[src/rtl/ysyx_22041412_div_ctrl_pkg.sv]
// ysyx_22041412_div_ctrl_pkg: shared op encodings, FSM state constants and op decode helpers
//   OP_*      : in_op encodings (DIV, DIVU, REM, REMU)
//   state_t   : controller FSM state type with S_* constants
package ysyx_22041412_div_ctrl_pkg;
    localparam logic [1:0] OP_DIV  = 2'b00;
    localparam logic [1:0] OP_DIVU = 2'b01;
    localparam logic [1:0] OP_REM  = 2'b10;
    localparam logic [1:0] OP_REMU = 2'b11;

    typedef logic [2:0] state_t;
    localparam state_t S_IDLE  = 3'd0;
    localparam state_t S_REQ   = 3'd1;
    localparam state_t S_WAIT  = 3'd2;
    localparam state_t S_DONE  = 3'd3;
    localparam state_t S_DRAIN = 3'd4;

    // bit 0 of the op clear means a signed op, bit 1 set means remainder
    function automatic logic op_signed(input logic [1:0] op);
        return ~op[0];
    endfunction

    function automatic logic op_rem(input logic [1:0] op);
        return op[1];
    endfunction
endpackage

[src/rtl/ysyx_22041412_div_ctrl_if.sv]
// ysyx_22041412_div_ctrl_if: request/response bus between the divide controller and the divider
//   div_valid                  : one-cycle request pulse
//   div_dividend, div_divisor  : operands (XLEN)
//   div_word, div_signed       : W flag and signedness
//   div_mode                   : 0 quotient, 1 remainder
//   div_out_valid, div_result  : one-cycle response pulse and result
// modport master = controller side, slave = divider side
interface ysyx_22041412_div_ctrl_if #(parameter int XLEN = 64);
    logic            div_valid;
    logic [XLEN-1:0] div_dividend;
    logic [XLEN-1:0] div_divisor;
    logic            div_word;
    logic            div_signed;
    logic            div_mode;
    logic            div_out_valid;
    logic [XLEN-1:0] div_result;

    modport master (
        output div_valid, div_dividend, div_divisor, div_word, div_signed, div_mode,
        input  div_out_valid, div_result
    );

    modport slave (
        input  div_valid, div_dividend, div_divisor, div_word, div_signed, div_mode,
        output div_out_valid, div_result
    );
endinterface

[src/rtl/ysyx_22041412_div_special.sv]
// ysyx_22041412_div_special: detects divide-by-zero and signed overflow and produces the final result
//   op, word    : operation and W flag
//   src1, src2  : operands, already extended from bit 31 for W ops
//   hit         : special case present, result needs no divider
//   result      : final rd value for the special case (W results sign-extended)
module ysyx_22041412_div_special
    import ysyx_22041412_div_ctrl_pkg::*;
#(
    parameter int XLEN = 64
) (
    input  logic [1:0]      op,
    input  logic            word,
    input  logic [XLEN-1:0] src1,
    input  logic [XLEN-1:0] src2,
    output logic            hit,
    output logic [XLEN-1:0] result
);
    localparam int H = XLEN / 2;

    logic            zero;
    logic            ovf;
    logic [XLEN-1:0] raw;

    always_comb begin
        zero   = word ? (src2[H-1:0] == '0) : (src2 == '0);
        ovf    = op_signed(op) & (word
               ? (src1[H-1:0] == {1'b1, {(H-1){1'b0}}} && src2[H-1:0] == '1)
               : (src1 == {1'b1, {(XLEN-1){1'b0}}} && src2 == '1));
        hit    = zero | ovf;
        // zero divisor: quotient all ones, remainder = dividend; overflow: quotient = dividend, remainder 0
        raw    = op_rem(op) ? (zero ? src1 : '0) : (zero ? '1 : src1);
        result = word ? {{H{raw[H-1]}}, raw[H-1:0]} : raw;
    end
endmodule

[src/rtl/ysyx_22041412_div_ctrl.sv]
// ysyx_22041412_div_ctrl: request-side controller for the multi-cycle divider
//   clk, rst        : clock, synchronous active-low reset
//   in_*            : op from EXU (valid/ready, op, word, src1, src2)
//   flush           : abort current op and drop its result
//   res_*           : result to pipeline (valid/ready, data)
//   div             : divider request/response bus (master side)
module ysyx_22041412_div_ctrl
    import ysyx_22041412_div_ctrl_pkg::*;
#(
    parameter int XLEN = 64
) (
    input  logic                          clk,
    input  logic                          rst,
    input  logic                          in_valid,
    output logic                          in_ready,
    input  logic [1:0]                    in_op,
    input  logic                          in_word,
    input  logic [XLEN-1:0]               in_src1,
    input  logic [XLEN-1:0]               in_src2,
    input  logic                          flush,
    output logic                          res_valid,
    input  logic                          res_ready,
    output logic [XLEN-1:0]               res_data,
    ysyx_22041412_div_ctrl_if.master      div
);
    localparam int H = XLEN / 2;

    state_t          state;
    logic            sgn;
    logic            accept;
    logic [XLEN-1:0] src1_x;
    logic [XLEN-1:0] src2_x;
    logic            sp_hit;
    logic [XLEN-1:0] sp_result;

    always_comb begin
        sgn    = op_signed(in_op);
        src1_x = in_word ? {{H{sgn & in_src1[H-1]}}, in_src1[H-1:0]} : in_src1;
        src2_x = in_word ? {{H{sgn & in_src2[H-1]}}, in_src2[H-1:0]} : in_src2;
        accept = state == S_IDLE && in_valid && !flush;
    end

    assign in_ready      = state == S_IDLE && !flush;
    assign res_valid     = state == S_DONE;
    assign div.div_valid = state == S_REQ;

    ysyx_22041412_div_special #(.XLEN(XLEN)) u_special (
        .op     (in_op),
        .word   (in_word),
        .src1   (src1_x),
        .src2   (src2_x),
        .hit    (sp_hit),
        .result (sp_result)
    );

    // div_* operand/control registers are only rewritten on the next accept,
    // so they stay stable through the capture cycle
    always_ff @(posedge clk) begin
        if (!rst) begin
            state            <= S_IDLE;
            res_data         <= '0;
            div.div_dividend <= '0;
            div.div_divisor  <= '0;
            div.div_word     <= 1'b0;
            div.div_signed   <= 1'b0;
            div.div_mode     <= 1'b0;
        end else begin
            case (state)
                S_IDLE: begin
                    if (accept && sp_hit) begin
                        res_data <= sp_result;
                        state    <= S_DONE;
                    end else if (accept) begin
                        div.div_dividend <= src1_x;
                        div.div_divisor  <= src2_x;
                        div.div_word     <= in_word;
                        div.div_signed   <= sgn;
                        div.div_mode     <= op_rem(in_op);
                        state            <= S_REQ;
                    end
                end
                S_REQ:   state <= flush ? S_DRAIN : S_WAIT;
                S_WAIT: begin
                    // a response arriving with the flush is already consumed, nothing left to drain
                    if (flush)
                        state <= div.div_out_valid ? S_IDLE : S_DRAIN;
                    else if (div.div_out_valid) begin
                        res_data <= div.div_word ? {{H{div.div_result[H-1]}}, div.div_result[H-1:0]} : div.div_result;
                        state    <= S_DONE;
                    end
                end
                S_DONE:  if (flush || res_ready) state <= S_IDLE;
                S_DRAIN: if (div.div_out_valid) state <= S_IDLE;
                default: state <= S_IDLE;
            endcase
        end
    end
endmodule

[src/flat_wrapper.sv]
// flat-port wrapper written by rule: the top's interface ports become plain ports
module ysyx_22041412_div_ctrl_flat import ysyx_22041412_div_ctrl_pkg::*;
#(
    parameter int XLEN = 64
)
  (clk, rst, in_valid, in_ready, in_op, in_word, in_src1, in_src2, flush, res_valid, res_ready, res_data, div_div_valid, div_div_dividend, div_div_divisor, div_div_word, div_div_signed, div_div_mode, div_div_out_valid, div_div_result);
  ysyx_22041412_div_ctrl_if #(.XLEN(XLEN)) div_i ();
  input  logic clk;
  input  logic rst;
  input  logic in_valid;
  output logic in_ready;
  input  logic [1:0] in_op;
  input  logic in_word;
  input  logic [XLEN-1:0] in_src1;
  input  logic [XLEN-1:0] in_src2;
  input  logic flush;
  output logic res_valid;
  input  logic res_ready;
  output logic [XLEN-1:0] res_data;
  output wire logic [$bits(div_i.div_valid)-1:0] div_div_valid;
  output wire logic [$bits(div_i.div_dividend)-1:0] div_div_dividend;
  output wire logic [$bits(div_i.div_divisor)-1:0] div_div_divisor;
  output wire logic [$bits(div_i.div_word)-1:0] div_div_word;
  output wire logic [$bits(div_i.div_signed)-1:0] div_div_signed;
  output wire logic [$bits(div_i.div_mode)-1:0] div_div_mode;
  input wire logic [$bits(div_i.div_out_valid)-1:0] div_div_out_valid;
  input wire logic [$bits(div_i.div_result)-1:0] div_div_result;
  assign div_div_valid = div_i.div_valid;
  assign div_div_dividend = div_i.div_dividend;
  assign div_div_divisor = div_i.div_divisor;
  assign div_div_word = div_i.div_word;
  assign div_div_signed = div_i.div_signed;
  assign div_div_mode = div_i.div_mode;
  assign div_i.div_out_valid = div_div_out_valid;
  assign div_i.div_result = div_div_result;
  ysyx_22041412_div_ctrl #(.XLEN(XLEN)) u_core (.clk(clk), .rst(rst), .in_valid(in_valid), .in_ready(in_ready), .in_op(in_op), .in_word(in_word), .in_src1(in_src1), .in_src2(in_src2), .flush(flush), .res_valid(res_valid), .res_ready(res_ready), .res_data(res_data), .div(div_i));
endmodule
[config.mk]
export PLATFORM = sky130hd
export DESIGN_NAME = ysyx_22041412_div_ctrl_flat
export DESIGN_NICKNAME = d
export VERILOG_FILES = /design/src/rtl/ysyx_22041412_div_ctrl_pkg.sv /design/src/rtl/ysyx_22041412_div_ctrl_if.sv /design/src/rtl/ysyx_22041412_div_special.sv /design/src/rtl/ysyx_22041412_div_ctrl.sv /design/src/flat_wrapper.sv
export SDC_FILE = /design/constraint.sdc
export NUM_CORES = 1
export LEC_CHECK = 0
export CAP_MARGIN = 30
export CORE_ASPECT_RATIO = 0.5
export CORE_UTILIZATION = 40
export DETAILED_ROUTE_END_ITERATION = 8
export PLACE_DENSITY = 0.83
export SLEW_MARGIN = 25
export SYNTH_ARGS = -nofsm -noshare
export SYNTH_HDL_FRONTEND = slang
export SYNTH_SLANG_ARGS = --single-unit
[constraint.sdc]
create_clock -name clk -period 8.3 [get_ports clk]
set_input_delay 1.66 -clock clk [delete_from_list [all_inputs] [get_ports clk]]
set_output_delay 1.66 -clock clk [all_outputs]
set_load 0.01 [all_outputs]
==> results by group <==
Outcome
  • Status: completed

Synth
  • Register area share after synthesis: between 40% and 50%
  • Post-Syn Instances: 1034
  • Commonest cells in the netlist: dfxtp_1, nor2_1, mux2i_1, a211oi_1, a21oi_1
  • Yosys warns: 0
  • Dominant cell by count in the synthesized netlist: dfxtp_1
  • Net Count, Synth: approximately 1200
  • Synthesized flop and latch total: around 200
  • Post-synth EDFFs: 0
  • Unique masters post-synth: 47
  • Mapped Area: ~0.009 sq mm
  • Post-synth top area cell: dfxtp_1
  • Synth top area cells: dfxtp_1, mux2i_1, a211oi_1, nor2_1, a21oi_1
  • Top FF cell, synth: dfxtp_1
  • Share of the synthesized area in the top cell type: a little over two fifths
  • Synth Area per Inst: ~8.7 sq um
  • Asr flop ratio synth: 0%

Clocking
  • Post-CTS setup buffer count: 0
  • Sink Count: 198
  • Worst-Skew Late Latency: between 0.4 and 0.5 ns
  • Worst-path clk slew: roughly 0.070 ns
  • Hold bufs inserted after CTS: 0
  • Root buf cell: clkbuf_16
  • Cts repair resizes: 0
  • CTS tree: built
  • CTS Buffer Depth: 2
  • CTS H-tree lvls: 4
  • TritonCTS Buffers: 17

Timing
  • Fmax: about 190 MHz
  • Worst slew pin tran: between 0.9 and 1 ns
  • Tmin final: around 5.2 ns
  • Max-slew violations: 0
  • Setup TNS: 0 ns
  • Final period utilization: 63.2%
  • Unrepaired setup endpoints after global routing: false
  • Clock Skew: ~0.0074 ns
  • Final setup viols: 0
  • Final hold violation count: 0
  • Worst slew margin: between 30% and 40%

Floorplan
  • Core area: ~0.022 sq mm
  • Row count: 38
  • Die height: 108 microns
  • Chip Width: about 210 microns
  • DIE AREA: around 0.023 sq mm
  • Initial core utilization: approximately two fifths
  • # IOs: roughly 400

Worst hold path
  • Hold Path Sink: u_core.res_data[20]
  • Worst Hold Class: reg2reg
  • Hold Crit Start: u_core.res_data[20]
  • Cells on Worst Hold Path: 2

Global route
  • Largest net degree at the start of global routing: just under 100
  • Initial antenna violation count: 2
  • Vias in the first global route: 9369
  • First-pass GRT wire length: 52.9 mm
  • Total track usage: around 30%
  • Overflow after GRT: 0

Worst setup path
  • Worst Reg-to-Reg Cells: 7
  • Critical path fanouts, max: 35
  • Worst R2R Setup Slack: just over 5 ns
  • Slowest CP cell: o21ai_4
  • Startpoint types: primary input
  • WP data required: 8.58 ns
  • CP delay by family, top: simple AND/OR/NAND/NOR gates
  • Critical-path cell list: clkdlybuf4s50_1 > nor4bb_1 > nand4_1 > nor4_4 > nand2_1 > o21ai_4 > or2_1 > buf_8 > a211oi_1
  • R2r endpoint: u_core.res_data[37]
  • Slowest stage delay, CP: 0.78 ns
  • CP Buf/Inv Count: 2
  • Critical path class: in2reg
  • RR Startpoint: u_core.state[0]
  • CP Capture Type: flop
  • Worst EP arrival: about 5.5 ns

Route
  • Via count: slightly below 10000
  • Vias per cell: 5.71
  • Post-Route WL: between 30 and 40 mm
  • 1st-iter DRT viols: between 800 and 900
  • DRC: 0
  • WL/cell: around 21 microns
  • DRT Pass-1 Iters: 7
  • Antenna Nets Post-Route: 0

Placed design
  • RePlAce Congestion: approximately 0.99
  • Final HPWL from detailed placement: around 26 mm
  • Port bufs: ~400
  • Inst Count DP: around 1600

Power and ir drop
  • Leak: 4.92 nW
  • Power Dens Cells: between 150 and 200 mW/mm^2
  • Worst VDD drop: ~140 uV

Finish
  • Area Growth Syn to Fin: 52.1%
  • Final std cells w/o fill: 1684
  • Nets: roughly 1600
  • Share of cells above drive strength 1: between 4 and 5%

Run
  • Max-Cap Viols: 0
-- worst min-delay path, delay by kind of cell, from the launching register on --
family	cells	cell delay [ns]
simple gates	1	0.05
mux	1	0.05
flops	1	0.31
-- layout by cell type, fill, tap and decap left out, types with 3 or more instances in the layout --
cell type	count
a211oi_1	97
a21o_1	5
a21oi_1	71
buf_4	9
bufinv_16	3
clkbuf_16	17
clkdlybuf4s50_1	398
clkinv_2	5
dfxtp_1	198
diode_2	3
inv_1	30
maj3_1	4
mux2i_1	99
nand2_1	38
nand2b_1	4
nand3_1	3
nand4_1	16
nand4b_1	6
nor2_1	139
nor3_1	36
nor3b_1	3
nor4_1	26
o21a_1	30
o21ai_0	59
o221ai_1	32
or4_1	4
-- layout make-up --
cell class                      instances  area (sq um)
Clock buffer                           19           433
Tap cell                              300           375
Clock inverter                         13           156
Fill cell                            1820          8160
Multi-Input combinational cell        706          4560
Antenna cell                            3          7.51
Inverter                               33           126
Sequential cell                       198          3960
Timing Repair Buffer                  412          4130
-- where the power goes --
part | internal [mW] | total, mW | switching, mW
sequential | 1.00 | 1.03 | 0.0311
combinational | 0.245 | 0.472 | 0.227
clock | 0.473 | 0.853 | 0.380
-- cells by family after synthesis --
group	after synthesis	share of synthesized area (%)
AOI/OAI and AO/OA	306	22.4
adders and majority gates	4	0.443
buffers and inverters	130	6.56
DFF	198	43.8
muxes	99	11.0
and+or+nand+nor	297	15.9
-- worst max path at each step --
stage | from | endpoint | slack (ns) | cells after the start
after global routing | in_src2[31] | u_core.res_data[37] | 2.98 | 9
after CTS | in_src2[31] | u_core.res_data[44] | 3.19 | 9
after detailed placement | in_src2[31] | u_core.res_data[37] | 2.72 | 9
final | in_src2[31] | u_core.res_data[37] | 3.06 | 9
after floorplan | in_src1[9] | u_core.res_data[33] | 4.56 | 9
after global placement | in_src2[31] | u_core.res_data[60] | 2.55 | 8
-- registers in the layout, summed over array words and instances, names as in the netlist --
register,flops
u_core.div.div_word,1
u_core.state,3
u_core.div.div_dividend,64
u_core.div.div_divisor,64
u_core.res_data,64
u_core.div.div_mode,1
u_core.div.div_signed,1
-- metrics by stage --
stage	util, %	hold slack (ns)	instance area, sq um	setup WS [ns]	power (mW)
after floorplan	-	0.483	9040	4.56	1.24
after global placement	59.6	0.446	13100	2.55	1.50
after global routing	62.7	0.479	13800	2.98	2.43
final	62.8	0.463	13800	3.06	2.36
after CTS	62.5	0.462	13700	3.19	2.35
after detailed placement	59.8	0.455	13100	2.72	1.51
-- metal layers --
| metal | wire (microns) | vias up | share of wire (%) | track usage, % |
|---|---|---|---|---|
| met5 | 0 | - | 0 | 0 |
| met2 | 17200 | 466 | 48 | 50.3 |
| met4 | 1410 | 0 | 4.0 | 14.9 |
| li1 | - | 4464 | - | - |
| met3 | 2480 | 106 | 7.0 | 6.86 |
| met1 | 14400 | 4574 | 41 | 35.5 |
Power figures use the tool's default switching activity.
